## config.mk

```make
export PLATFORM = sky130hd
export DESIGN_NAME = wptr_full_ctrl
export DESIGN_NICKNAME = d
export VERILOG_FILES = /design/src/rtl/fifo_pkg.sv /design/src/rtl/gray2bin.sv /design/src/rtl/wptr_full_ctrl.sv
export SDC_FILE = /design/constraint.sdc
export NUM_CORES = 1
export LEC_CHECK = 0
export CAP_MARGIN = 25
export CORE_UTILIZATION = 39
export DETAILED_ROUTE_END_ITERATION = 16
export PLACE_DENSITY = 0.76
export SLEW_MARGIN = 40
export SYNTH_ARGS = -nofsm -noshare
export SYNTH_HDL_FRONTEND = slang
export SYNTH_SLANG_ARGS = --single-unit
```

## constraint.sdc

```tcl
create_clock -name w_clk -period 2.1 [get_ports w_clk]
set_input_delay 0.21 -clock w_clk [delete_from_list [all_inputs] [get_ports w_clk]]
set_output_delay 0.21 -clock w_clk [all_outputs]
set_load 0.1 [all_outputs]
```

## src/rtl/fifo_pkg.sv

```systemverilog
// Shared FIFO pointer helpers: default depth, pointer width derivation and Gray conversions.
// The read-side controller uses these helpers as well.
package fifo_pkg;

  localparam int unsigned DEPTH_DEF = 8;

  // Pointer carries one extra wrap bit above the address bits.
  function automatic int unsigned ptr_width(input int unsigned depth);
    return $clog2(depth) + 1;
  endfunction

  function automatic int unsigned addr_width(input int unsigned depth);
    return $clog2(depth);
  endfunction

  function automatic logic [31:0] bin2gray(input logic [31:0] b);
    return b ^ (b >> 1);
  endfunction

  // Prefix XOR from the MSB down. Zero-extended narrow inputs convert correctly.
  function automatic logic [31:0] gray2bin(input logic [31:0] g);
    logic [31:0] b;
    b = g;
    for (int i = 30; i >= 0; i--) begin
      b[i] = b[i+1] ^ g[i];
    end
    return b;
  endfunction

endpackage

```

## src/rtl/gray2bin.sv

```systemverilog
// Width-parameterised Gray-to-binary converter, purely combinational.
module gray2bin
  import fifo_pkg::*;
#(
  parameter int unsigned W = 4
) (
  input  logic [W-1:0] gray,
  output logic [W-1:0] bin
);

  logic [31:0] bin_wide;

  always_comb begin
    bin_wide = gray2bin(32'(gray));
    bin      = bin_wide[W-1:0];
  end

endmodule

```

## src/rtl/wptr_full_ctrl.sv

```systemverilog
// Write-side pointer, full/almost-full and occupancy control for an async FIFO.
// Works against a read pointer that has already been synchronised into w_clk.
module wptr_full_ctrl
  import fifo_pkg::*;
#(
  parameter  int unsigned DEPTH        = DEPTH_DEF,
  parameter  int unsigned AFULL_THRESH = DEPTH - 2,
  localparam int unsigned PW           = ptr_width(DEPTH),
  localparam int unsigned AW           = addr_width(DEPTH)
) (
  input  logic          w_clk,
  input  logic          rst_n,
  input  logic          w_en,
  input  logic [PW-1:0] wsync_ptr2,
  input  logic          ovf_clr,
  output logic          w_accept,
  output logic [AW-1:0] w_addr,
  output logic [PW-1:0] wptr,
  output logic          w_full,
  output logic          w_almost_full,
  output logic [PW-1:0] w_level,
  output logic          w_overflow
);

  // Elaboration-time parameter sanity.
  if ((DEPTH < 4) || ((DEPTH & (DEPTH - 1)) != 0)) begin : g_bad_depth
    $error("wptr_full_ctrl: DEPTH must be a power of two, 4 or more");
  end
  if ((AFULL_THRESH < 1) || (AFULL_THRESH > DEPTH)) begin : g_bad_thresh
    $error("wptr_full_ctrl: AFULL_THRESH must lie in 1..DEPTH");
  end

  logic [PW-1:0] wbin;
  logic [PW-1:0] wbin_next;
  logic [PW-1:0] wgray_next;
  logic [PW-1:0] rbin_sync;
  logic [PW-1:0] full_cmp;
  logic [PW-1:0] level_next;
  logic [31:0]   gray_wide;
  logic          full_next;
  logic          afull_next;
  logic          ovf_next;

  gray2bin #(
    .W (PW)
  ) u_rsync_g2b (
    .gray (wsync_ptr2),
    .bin  (rbin_sync)
  );

  // Accept strobe is gated by reset so no write leaks out while held in reset.
  always_comb begin
    w_accept = rst_n & w_en & ~w_full;
  end

  // Next pointer, full, level and overflow; all evaluated against the current wsync_ptr2.
  always_comb begin
    wbin_next  = wbin + PW'(w_accept);
    gray_wide  = bin2gray(32'(wbin_next));
    wgray_next = gray_wide[PW-1:0];
    full_cmp   = {~wsync_ptr2[PW-1:PW-2], wsync_ptr2[PW-3:0]};
    full_next  = (wgray_next == full_cmp);
    level_next = wbin_next - rbin_sync;
    afull_next = (32'(level_next) >= AFULL_THRESH);
    ovf_next   = (w_en & w_full) | (w_overflow & ~ovf_clr);
  end

  always_ff @(posedge w_clk or negedge rst_n) begin
    if (!rst_n) begin
      wbin          <= '0;
      wptr          <= '0;
      w_full        <= 1'b0;
      w_almost_full <= 1'b0;
      w_level       <= '0;
      w_overflow    <= 1'b0;
    end else begin
      wbin          <= wbin_next;
      wptr          <= wgray_next;
      w_full        <= full_next;
      w_almost_full <= afull_next;
      w_level       <= level_next;
      w_overflow    <= ovf_next;
    end
  end

  assign w_addr = wbin[AW-1:0];

endmodule

```

==> results.toml, run 1 <==
[placement]
dpl_worst_slack_ns = -0.325
hpwl_microns = 1170
port_buffers = 22
routabilityCongestion = 0.781

[critical_path]
critPathKind = "input pin to register"
cp.required_ns = 2.26
cp-start-kind = "input pin"
crit_fanout = 3
crit_arrival_ns = 2.12
critPathCaptureType = "register"

[layout]
fillers = 137
final-seq-area_sq_um = 354
drive_above_1_share_pct = 45.1
multiInputGateArea_sq_um = 404
synthToLayoutAreaGrowth_pct = 66.4
nets = 117
diodes = 0

[die]
die_x_microns = 44.6
core_sq_mm = 0.00171
ios = 23
start_util_pct = 41.4
die_h_microns = 44.6
die-area_sq_mm = 0.00199
core.rowCount = 15

[global_route]
grt-ovfl-total = 0
grt_pass1_wl_microns = 2400
first_global_vias = 551
grt_max_degree = 15
antenna_found_initial = 0
track_usage_pct = 17.7

[synth]
avgSynthCellArea_sq_um = 11.8
synth_cells = 60
synth_seq_cells = 14
yosys_warnings = 0
synth_fp_nets = 74
seq_area_frac_synth_pct = 49.6
synth_edf_count = 0
synthArstFlopShare_pct = 100
ys.flop_type = "dfrtp_1"
yosysUniqueCellTypes = 20
syn_area_sq_um = 707

[sta]
layout_min_cycle_time_ns = 1.96
rsz0062_at_grt = "false"
worst_slack_ns = 0.143
hold_ws_ns = 0.271
hold_viol = 0
fmax_ghz = 0.511
period_share_pct = 93.2
skew_ns = 0.00320
relSlewSlack_pct = 82.3
slew_violations = 0
setup_violations = 0
worst_pin_slew_ns = 0.264

[drt]
drt_first_pass_iters = 2
route.detailed.wl_per_inst_microns = 11.5
drt_iter0_drc = 6
routed_via_density = 4.50
vias = 572
totalWireLength_microns = 1460
drc = 0
ant_nets = 0

[job]
drv_cap = 0

[clock_network]
cts_tree = "built"
post_cts_buffers = 0
cts-buffers-inserted = 3
path_clk_slew_ns = 0.08
ctsRootBufferMaster = "clkbuf_4"
clock_latency_ns = 0.28
ctsLongestPathBuffers = 2
clkSinkCount = 14
cts_max_level = 1

[min_path]
hold_path_class = "input pin to asynchronous set/reset pin"

[status]
status = "finished clean"
## synth_stat cells, types with 2 or more instances
| master | instances | area share, % |
|---|---|---|
| dfrtp_1 | 14 | 50 |
| a21oi_1 | 2 | 1.4 |
| xor2_1 | 7 | 8.7 |
| nor3_1 | 2 | 1.4 |
| xnor2_1 | 8 | 9.9 |
| ha_1 | 5 | 8.8 |
| nand2_1 | 2 | 1.1 |
| inv_1 | 8 | 4.2 |
## through the flow
| step | cells | area [sq um] | setup TNS, ns | utilization [%] |
|---|---|---|---|---|
| after floorplan | 60 | 773 | -1.52 | - |
| after global routing | 127 | 1180 | 0 | 68.9 |
| after CTS | 127 | 1160 | 0 | 68.1 |
| after detailed placement | 123 | 1120 | -0.662 | 65.6 |
| final | 127 | 1180 | 0 | 68.9 |
| after global placement | 123 | 1120 | -0.496 | 65.6 |
## sequential cells by signal, summed over array words and instances (netlist names)
| register | count |
|---|---|
| w_almost_full | 1 |
| wptr | 3 |
| wbin | 4 |
| w_overflow | 1 |
| w_level | 4 |
| w_full | 1 |
## area by class of cell
type | instances | share of cell area, %
inverter | 8 | 2.55
multi-input combinational | 38 | 34.4
timing repair buffer | 38 | 27.2
sequential | 14 | 30.1
tap | 25 | 2.66
clock buffer | 4 | 3.09
## final timing paths
kind	startpoint	slack (ns)	to	cells after the start
max	rst_n	0.14	w_almost_full$_DFF_PN0_	10
min reg2reg	w_overflow$_DFF_PN0_	0.54	w_overflow$_DFF_PN0_	2
max in group asynchronous	rst_n	1.64	w_full$_DFF_PN0_	2
max reg2reg	w_full$_DFF_PN0_	0.18	w_almost_full$_DFF_PN0_	8
min	rst_n	0.27	wptr[1]$_DFF_PN0_	2
min in group w_clk	wsync_ptr2[2]	0.45	w_full$_DFF_PN0_	4
## cells by family after synthesis
kind of cell             after synthesis  share of synthesized area (%)
AO/OA/AOI/OAI                          9                           9.03
XOR/XNOR                              16                           20.9
buffers and inverters                  8                           4.25
AND/OR/NAND/NOR                        7                           4.60
flip-flops                            14                           49.6
adder cells (fa/ha/maj)                6                           11.7
## worst max-delay path: stages
cell,delay [ns]
clkdlybuf4s50_1,0.42
nand2_1,0.12
nor2_4,0.06
ha_4,0.16
ha_4,0.27
inv_2,0.04
fa_1,0.51
inv_1,0.06
a22oi_1,0.18
o211ai_1,0.09
## layer usage
| metal | global-route usage [%] | share of wire [%] | up-vias |
|---|---|---|---|
| li1 | - | - | 278 |
| met1 | 20.9 | 40 | 273 |
| met2 | 29.4 | 54 | 17 |
| met3 | 2.45 | 3.4 | 4 |
| met4 | 12.7 | 2.6 | 0 |
| met5 | 0 | 0 | - |
## placed cells by master, fill, tap and decap left out, types with 2 or more instances in the layout
| master | Yosys | routed |
|---|---|---|
| dfrtp_1 | 14 | 13 |
| inv_1 | 8 | 7 |
| nor3_1 | 2 | 2 |
| ha_4 | 0 | 3 |
| xor2_1 | 7 | 6 |
| nand2_1 | 2 | 2 |
| dlymetal6s2s_1 | 0 | 2 |
| buf_4 | 0 | 30 |
| clkdlybuf4s50_1 | 0 | 5 |
| clkbuf_4 | 0 | 3 |
| xnor2_1 | 8 | 7 |
## repair_timing
action,CTS,global route
hold buffers,0,0
endpoints found under the setup margin,1,1
pin swaps,0,2
endpoints found under the hold margin,0,0
resized for setup,1,3
Power of run 1 is left out: the tool's default activity adds up to more than one toggle a clock period on the data nets, which glitch-free logic cannot reach.
==> inputs of run 2 (changes only) <==
- GPL_TIMING_DRIVEN: not set -> 1
==> results of run 2 <==
The final DEF is identical to that of run 1; final timing and power are the same.
Power of run 2 is left out for the same reason.
